===== src/rtl/addr_seq_gen.sv =====
// Load/store address sequencer: decodes single, halfword, branch and block-transfer
// opcodes and issues transfer addresses over a valid/ready handshake, then a writeback.
module addr_seq_gen #(
    parameter int AW   = 32,
    parameter int NREG = 16,
    parameter int IDXW = 4
) (
    input  logic            CLK,
    input  logic            RST,
    input  logic            START,
    input  logic [AW-1:0]   INA,
    input  logic [AW-1:0]   INB,
    input  logic [31:0]     OPCODE,
    output logic [AW-1:0]   ADDR,
    output logic            ADDR_VALID,
    input  logic            ADDR_READY,
    output logic [IDXW-1:0] REG_IDX,
    output logic            LAST,
    output logic            WB_EN,
    output logic [AW-1:0]   WB_VAL,
    output logic            BUSY
);

    localparam int CW = IDXW + 1;

    typedef enum logic [1:0] {S_IDLE, S_ISSUE, S_WB} state_t;

    state_t            state_q, state_d;
    logic [AW-1:0]     addr_q, addr_d;
    logic [IDXW-1:0]   idx_q, idx_d;
    logic              last_q, last_d;
    logic [NREG-1:0]   list_q, list_d;
    logic              empty_q, empty_d;
    logic              wb_flag_q, wb_flag_d;
    logic [AW-1:0]     wb_pend_q, wb_pend_d;
    logic [AW-1:0]     wb_val_q, wb_val_d;

    function automatic logic [CW-1:0] popcount(input logic [NREG-1:0] v);
        logic [CW-1:0] c;
        c = '0;
        for (int i = 0; i < NREG; i++) c = c + CW'(v[i]);
        return c;
    endfunction

    function automatic logic [IDXW-1:0] low_idx(input logic [NREG-1:0] v);
        logic [IDXW-1:0] r;
        r = '0;
        for (int i = NREG - 1; i >= 0; i--) if (v[i]) r = IDXW'(i);
        return r;
    endfunction

    // Opcode decode producing the first beat and the writeback of a new request
    logic            is_single, is_half, is_branch, is_block;
    logic            p_bit, u_bit, w_bit;
    logic [AW-1:0]   off, ea, span;
    logic [NREG-1:0] list_in;
    logic [CW-1:0]   cnt_in;
    logic [AW-1:0]   start_addr, start_wb_val;
    logic            start_wb_flag, start_empty, start_last;
    logic [NREG-1:0] start_list;
    logic [IDXW-1:0] start_idx;
    logic            unused_opcode;

    assign unused_opcode = ^OPCODE;

    always_comb begin
        is_single = (OPCODE[27:26] == 2'b01);
        is_half   = (OPCODE[27:25] == 3'b000) && OPCODE[7] && OPCODE[4];
        is_branch = (OPCODE[27:25] == 3'b101);
        is_block  = (OPCODE[27:25] == 3'b100);
        p_bit     = OPCODE[24];
        u_bit     = OPCODE[23];
        w_bit     = OPCODE[21];
        off       = '0;
        if (is_single)
            off = OPCODE[25] ? INA : AW'(OPCODE[11:0]);
        else if (is_half)
            off = OPCODE[22] ? AW'({OPCODE[11:8], OPCODE[3:0]}) : INA;
        ea      = u_bit ? INB + off : INB - off;
        list_in = OPCODE[NREG-1:0];
        cnt_in  = popcount(list_in);
        span    = AW'(cnt_in) << 2;

        start_addr    = INB;
        start_wb_flag = 1'b0;
        start_wb_val  = INB;
        start_list    = '0;
        start_empty   = 1'b0;
        start_idx     = '0;
        start_last    = 1'b1;
        if (is_single || is_half) begin
            start_addr    = p_bit ? ea : INB;
            start_wb_flag = !p_bit || w_bit;
            start_wb_val  = ea;
        end else if (is_branch) begin
            start_addr = INB + INA;
        end else if (is_block) begin
            case ({p_bit, u_bit})
                2'b01:   start_addr = INB;
                2'b11:   start_addr = INB + AW'(4);
                2'b00:   start_addr = INB - span + AW'(4);
                default: start_addr = INB - span;
            endcase
            start_wb_flag = w_bit && (cnt_in != '0);
            start_wb_val  = u_bit ? INB + span : INB - span;
            start_list    = list_in;
            start_empty   = (cnt_in == '0);
            start_idx     = low_idx(list_in);
            start_last    = (cnt_in == CW'(1));
        end
    end

    // Block transfers retire the lowest pending register on every accepted beat
    logic            fire;
    logic [NREG-1:0] list_nxt;

    assign fire     = (state_q == S_ISSUE) && !empty_q && ADDR_READY;
    assign list_nxt = list_q & (list_q - NREG'(1));

    always_ff @(posedge CLK) begin
        if (RST) state_q <= S_IDLE;
        else     state_q <= state_d;
    end

    always_comb begin
        state_d = state_q;
        case (state_q)
            S_IDLE:  if (START) state_d = S_ISSUE;
            S_ISSUE: if (empty_q || (fire && last_q)) state_d = S_WB;
            S_WB:    state_d = S_IDLE;
            default: state_d = S_IDLE;
        endcase
    end

    always_comb begin
        BUSY       = (state_q != S_IDLE);
        ADDR_VALID = (state_q == S_ISSUE) && !empty_q;
        ADDR       = addr_q;
        REG_IDX    = idx_q;
        LAST       = ADDR_VALID && last_q;
        WB_EN      = (state_q == S_WB) && wb_flag_q;
        WB_VAL     = wb_val_q;
    end

    always_comb begin
        addr_d    = addr_q;
        idx_d     = idx_q;
        last_d    = last_q;
        list_d    = list_q;
        empty_d   = empty_q;
        wb_flag_d = wb_flag_q;
        wb_pend_d = wb_pend_q;
        wb_val_d  = wb_val_q;
        if (state_q == S_IDLE && START) begin
            addr_d    = start_addr;
            idx_d     = start_idx;
            last_d    = start_last;
            list_d    = start_list;
            empty_d   = start_empty;
            wb_flag_d = start_wb_flag;
            wb_pend_d = start_wb_val;
        end else if (fire && !last_q) begin
            addr_d = addr_q + AW'(4);
            list_d = list_nxt;
            idx_d  = low_idx(list_nxt);
            last_d = (popcount(list_nxt) == CW'(1));
        end
        // WB_VAL only changes on entry to the writeback cycle
        if (state_q == S_ISSUE && state_d == S_WB) wb_val_d = wb_pend_q;
    end

    always_ff @(posedge CLK) begin
        if (RST) begin
            addr_q    <= '0;
            idx_q     <= '0;
            last_q    <= 1'b0;
            list_q    <= '0;
            empty_q   <= 1'b0;
            wb_flag_q <= 1'b0;
            wb_pend_q <= '0;
            wb_val_q  <= '0;
        end else begin
            addr_q    <= addr_d;
            idx_q     <= idx_d;
            last_q    <= last_d;
            list_q    <= list_d;
            empty_q   <= empty_d;
            wb_flag_q <= wb_flag_d;
            wb_pend_q <= wb_pend_d;
            wb_val_q  <= wb_val_d;
        end
    end

endmodule


===== config.mk =====
export PLATFORM = sky130hd
export DESIGN_NAME = addr_seq_gen
export DESIGN_NICKNAME = d
export VERILOG_FILES = /design/src/rtl/addr_seq_gen.sv
export SDC_FILE = /design/constraint.sdc
export NUM_CORES = 1
export LEC_CHECK = 0
export ABC_AREA = 1
export BUFFER_PORTS_ARGS = -buffer_cell sky130_fd_sc_hd__buf_2
export CORE_UTILIZATION = 35
export CTS_CLUSTER_DIAMETER = 30
export DETAILED_ROUTE_END_ITERATION = 16
export GPL_TIMING_DRIVEN = 1
export HOLD_SLACK_MARGIN = 0.1
export PLACE_DENSITY = 0.57
export SETUP_SLACK_MARGIN = 0.3
export SYNTH_ARGS = -nofsm -noshare
export SYNTH_HDL_FRONTEND = slang
export SYNTH_SLANG_ARGS = --single-unit

===== constraint.sdc =====
create_clock -name CLK -period 6.55 [get_ports CLK]
set_input_delay 0.3275 -clock CLK [delete_from_list [all_inputs] [get_ports CLK]]
set_output_delay 0.3275 -clock CLK [all_outputs]
set_load 0.02 [all_outputs]

==> impl_metrics.ini, run 1 <==
[routing]
antenna_left = 0
viasPerCell = 5.60
detail_route.first_pass.iterations = 5
wirelength_um = 75800
vias = 20600
drtIter0Drc = 1689
drc = 0
routedWlPerCell_um = 20.6

[sta]
rsz0062_at_grt = true
finalCriticalPeriod_ns = 5.91
max_slew_margin_pct = 37.7
hold_violations = 0
clock_skew_ns = 0.00832
period_share_pct = 90.2
hold_slack_ns = 0.220
setup_violations = 0
worstMarginPinSlew_ns = 0.934
max_freq_mhz = 169
tns_ns = 0
slew_violations = 0

[clocking]
cts-root-buf = clkbuf_16
clock-sinks = 121
tritoncts = built
htree_levels = 4
numCtsBuffers = 17
clk_transition_reported_paths_ns = 0.06
clkLatencyLatePin_ns = 0.43
cts_buffer_depth = 2

[run]
drv_cap = 0

[grt]
grt_overflow_total = 0
grt_usage_pct = 29.9
grt_pass1_vias = 19300
grt_pass1_wl_um = 114000
grt_max_degree = 66
antenna_found_initial = 3

[worst_setup_path]
critPathTopFamily = adder cells
cp.arrival_ns = 6.27
crit_fanout = 4
start_kind = input pin
r2r_slack_ns = 1.06
r2r_end = last_q
worst_ep_required_time_ns = 6.92
slowest_delay_ns = 0.58
worst_r2r_path_depth = 25
path_common_cell = fa_1
startpoint = OPCODE[1]
crit_path_end = ADDR[20]
worstSetupPathType = in -> reg
cp-end-kind = flip-flop
cp.depth = 27
r2r-start = list_q[0]
path_buf_inv = 6
cpMaxStageDelayCell = fa_1

[synthesis]
synth_top_area_share_pct = 16.4
ys_seq_area_share_pct = 14.1
synthesis.instances = 2937
yosys_register_bits = 121
synthTopCellsByCount = nand2_1, inv_1, nor2_1, a21oi_1, nand3_1
syn_area_sq_mm = 0.0171
yosys_warnings = 0
synth_edf_count = 0
netlist_top_cells_area = nand2_1, dfxtp_1, a21oi_1, inv_1, ha_1
async_flop_share_pct = 0
yosysTopAreaCell = nand2_1
syn_avg_cell_area_sq_um = 5.84
yosysMostFrequentCell = nand2_1
ys.flop_type = dfxtp_1
synthesis.nets = 3150
ys_types = 67

[place]
io_buffers = 162
placed_cell_area_sq_mm = 0.0187
placed_cells = 3655
place_congestion = 1.00
hpwl_um = 60700

[power]
pwr-share-comb_pct = 58.9
p_sw_uw = 2190
p_int_uw = 2320
switching_share_pct = 48.5
max-vdd-ir-drop_v = 0.000190
clock_power_share_pct = 22.2
power_leakage_uw = 0.00935
pwr-share-seq_pct = 18.8
power_density_mw_per_mm2 = 232

[layout]
instances_no_fill = 3687
final_nets = 3272
antenna_cells = 0
drive_above_1_share_pct = 14.3
post-route-util_pct = 40.4
fin_area_sq_mm = 0.0194
area_growth_pct = 13.3

[floorplan]
core_area_sq_mm = 0.0480
dieHeight_um = 223
start_util_pct = 35.7
fp.dieArea_sq_mm = 0.0499
die_w_um = 223
num_rows = 80
io_pins = 172

[hold_path]
min_path_type = in -> reg

[status]
status = completed
==> power by group through the flow <==
stage	combinational, uW	clock [uW]	sequential, uW
2_1_floorplan	1720	0	890
3_3_place_gp	2520	0	864
3_5_place_dp	2540	0	865
4_1_cts	2560	1010	849
5_1_grt	2930	1050	858
6_report	2660	1000	850
==> cell families (layout without fill, tap and decap cells) <==
family / count (synthesis) / in the layout / synth area share (%)
AO/OA/AOI/OAI: 680 / 680 / 22.5
XOR/XNOR: 94 / 94 / 4.80
adder cells (fa/ha/maj): 113 / 113 / 9.26
AND/OR/NAND/NOR: 1470 / 1470 / 38.6
buffers and inverters: 459 / 594 / 10.7
flip-flops: 121 / 121 / 14.1
==> worst register-to-register path, stage by stage (launching register included) <==
cell,delay (ns)
dfxtp_1,0.32
nor2_1,0.15
nand2_1,0.10
nor2_1,0.10
nand2_1,0.07
nor2_1,0.16
inv_1,0.10
nor2_1,0.21
nand3_1,0.10
nand2_1,0.14
inv_1,0.10
fa_1,0.51
inv_1,0.05
fa_1,0.47
inv_1,0.05
fa_1,0.47
inv_1,0.05
fa_1,0.43
inv_1,0.07
ha_1,0.17
inv_1,0.06
fa_1,0.39
a211o_1,0.24
a2111oi_0,0.41
a41oi_1,0.20
a221oi_1,0.26
==> per-stage QoR <==
step	worst slack (ns)	power (uW)
6_report	0.640	4510
5_1_grt	0.245	4840
4_1_cts	0.508	4420
3_5_place_dp	0.103	3410
3_3_place_gp	0.173	3390
2_1_floorplan	1.04	2610
==> area by class of cell <==
class / count / area (sq um)
multi-input cells: 2357 / 13000
flip-flops and latches: 121 / 2420
fillers: 5396 / 28600
clock inverters: 12 / 165
inverters: 329 / 1240
clock buffers: 20 / 457
repair buffers: 233 / 1380
well taps: 615 / 769
==> registers in the layout, indices dropped and copies added (netlist names) <==
| register | cells |
|---|---|
| wb_flag_q | 1 |
| WB_VAL | 32 |
| REG_IDX | 4 |
| last_q | 1 |
| empty_q | 1 |
| ADDR | 32 |
| list_q | 16 |
| wb_pend_q | 32 |
| state_q | 2 |
==> metal layers <==
metal  wire length (um)  GRT usage [%]  part of all wire [%]
met5                 34              0                 0.045
met4               4150           15.3                   5.5
met3               4280           3.50                   5.6
met2              35200           50.5                    46
met1              32100           37.4                    42
==> worst min-delay path by stage <==
stage / from / to / slack [ns] / depth (start not counted)
after floorplan: wb_pend_q[20] / WB_VAL[20] / 0.44 / 2
after global placement: WB_VAL[31] / WB_VAL[31] / 0.46 / 2
after detailed placement: list_q[4] / list_q[4] / 0.47 / 2
after CTS: OPCODE[21] / wb_flag_q / 0.20 / 3
after global routing: OPCODE[21] / wb_flag_q / 0.22 / 3
final: OPCODE[21] / wb_flag_q / 0.22 / 3
==> placed cells by master (no fill, tap or decap), types with 6 or more instances in the layout <==
master and instances:
a221oi_1 13, nand3_1 218, o21ai_0 212, nand4_1 39, nand2_4 9, nor2_1 267, inv_1 308, xor2_1 66
fa_1 22, nor2_2 28, o22ai_1 10, or2_2 16, a21oi_2 8, o21ai_1 26, o311ai_0 6, a31oi_1 29
a21oi_1 271, inv_2 14, nand3_2 14, o221ai_1 7, buf_2 162, o31ai_1 8, a211oi_1 13, dfxtp_1 121
a21o_1 9, buf_4 68, nand2_1 745, nor2_4 18, nor3_1 30, nand2_2 35, o211ai_1 29, ha_1 86
and2_1 13, o21a_1 8, nor4_1 15, xnor2_1 27, clkbuf_16 17
==> what timing repair did <==
item                       4_1_cts  5_1_grt
gates resized for setup          0       24
buffers inserted                 0        0
hold buffers                     0        0
setup endpoints to repair        0       26
No activity file was read; power rests on OpenSTA's default activity.
==> inputs of run 2 (changes only) <==
Settings changed: CELL_PAD_IN_SITES_DETAIL_PLACEMENT set to 0, CELL_PAD_IN_SITES_GLOBAL_PLACEMENT set to 1, PLACE_DENSITY 0.57 to 0.75, SLEW_MARGIN set to 20.
==> run 2 against run 1 <==
Effect of this change: worst setup slack got worse by 0.0086 ns; critical endpoint is now ADDR[23]; critical path type unchanged; clock power decreased by 11%; first-iteration DRC count increased by 19%; highest routed layer unchanged.
==> impl_metrics.ini, run 2 (same netlist as run 1, synthesis figures left out) <==
[status]
status = completed

[sta]
hold_violations = 0
max_slew_margin_pct = 35.7
worst_slack_ns = 0.632
setup_violations = 0
worstMarginPinSlew_ns = 0.965
slew_violations = 0
period_share_pct = 90.4
rsz0062_at_grt = true
clock_skew_ns = 0.0104
max_freq_mhz = 169
finalCriticalPeriod_ns = 5.92

[clocking]
postCtsSetupBuffers = 0
tritoncts = built
numCtsBuffers = 17
cts_hold_buf = 0
clkLatencyLatePin_ns = 0.43
cts-root-buf = clkbuf_16
cts_buffer_depth = 2
clock-sinks = 121
clk_transition_reported_paths_ns = 0.06
htree_levels = 4

[layout]
layout_commonest_cell = nand2_1
antenna_cells = 0
area_growth_pct = 12.5
post-route-util_pct = 40.1
final_cell_mix = nand2_1, inv_1, a21oi_1
drive_above_1_share_pct = 14.0
final_nets = 3262

[routing]
drc = 0
wirelength_um = 76200
viasPerCell = 5.58
detail_route.first_pass.iterations = 6
routedWlPerCell_um = 20.7
antenna_left = 0
vias = 20500
drtIter0Drc = 2009

[grt]
grt_usage_pct = 30.0
antenna_found_initial = 3
grt_max_degree = 85
grt_overflow_total = 0
grt_pass1_vias = 18800
grt_pass1_wl_um = 114000

[floorplan]
start_util_pct = 35.7
num_rows = 80
fp.dieArea_sq_mm = 0.0499
dieHeight_um = 223
core_area_sq_mm = 0.0480
io_pins = 172
die_w_um = 223

[place]
io_buffers = 162
hpwl_um = 60900
preCtsSetupSlack_ns = -0.0249
place_congestion = 1.01

[worst_setup_path]
r2r_slack_ns = 1.01
cp-end-kind = flip-flop
cp.arrival_ns = 6.28
worstSetupPathType = in -> reg
worst_ep_required_time_ns = 6.91
start_kind = input pin
crit_fanout = 5

[power]
power_density_mw_per_mm2 = 226
power_leakage_uw = 0.00927
power_uw = 4360
max-vdd-ir-drop_v = 0.000197

[hold_path]
min_path_type = in -> reg

[run]
drv_cap = 0
## run 2: cell types whose count changed in the layout (fill, tap and decap cells not counted), sizes merged
| cell | previous run | this run |
|---|---|---|
| buf | 233 | 223 |
| clkbuf | 20 | 24 |
| inv | 325 | 322 |
| clkinvlp | 3 | 2 |
| bufinv | 3 | 1 |
| clkinv | 10 | 12 |
## run 2: critical path, cell delays in order
cell and delay [ns]:
buf_2 0.15, inv_1 0.09, fa_1 0.56, fa_1 0.46, fa_1 0.48, fa_1 0.50, inv_1 0.04, ha_1 0.18
inv_1 0.07, fa_2 0.46, fa_1 0.56, nand2_1 0.06, o21ai_1 0.14, buf_4 0.15, nand2_1 0.05, a21oi_1 0.26
nand3_2 0.18, nor2_8 0.14, nand3_4 0.10, nor2_4 0.20, nand3_4 0.14, o21ai_1 0.15, nand3_1 0.10, nand2_1 0.09
nand3_1 0.14, nand3_1 0.12, nand3_1 0.17, a21oi_1 0.20
## run 2: what timing repair did
item | 4_1_cts | 5_1_grt
hold endpoints to repair | 0 | 0
gates resized for setup | 0 | 25
endpoints found under the setup margin | 0 | 23
## run 2: area by class of cell
cell class	count	area [sq um]
repair buffers	223	1290
well taps	615	769
clock buffers	24	482
inverters	329	1240
fillers	5375	28800
clock inverters	8	70.1
flip-flops and latches	121	2420
multi-input cells	2357	13000
## run 2: final timing paths
kind | start | to | cells after the start
max | OPCODE[3] | ADDR[23] | 28
min | OPCODE[21] | wb_flag_q | 3
max reg2reg | list_q[0] | last_q | 25
min reg2reg | wb_pend_q[4] | WB_VAL[4] | 2
## run 2: power breakdown
group,switching (uW),internal [uW]
Clock,344,547
Combinational,1740,882
Sequential,53.2,798
Total,2130,2230
## run 2: layer usage
layer  global-route usage (%)  routed length (um)  vias up
li1                         -                   -    10000
met5                        0                  40        -
met3                     3.25                4190      136
met4                     12.4                3330        6
met2                     50.9               35800      773
met1                     38.6               32900     9589
## run 2: per-stage QoR
| step | instances | instance area [sq um] | TNS, ns | hold slack, ns |
|---|---|---|---|---|
| after global placement | 3645 | 18600 | 0 | 0.456 |
| after floorplan | 2937 | 17100 | 0 | 0.443 |
| after global routing | 3677 | 19300 | 0 | 0.235 |
| after detailed placement | 3645 | 18600 | -0.0249 | 0.470 |
| final | 3677 | 19300 | 0 | 0.206 |
| after CTS | 3677 | 19200 | 0 | 0.192 |
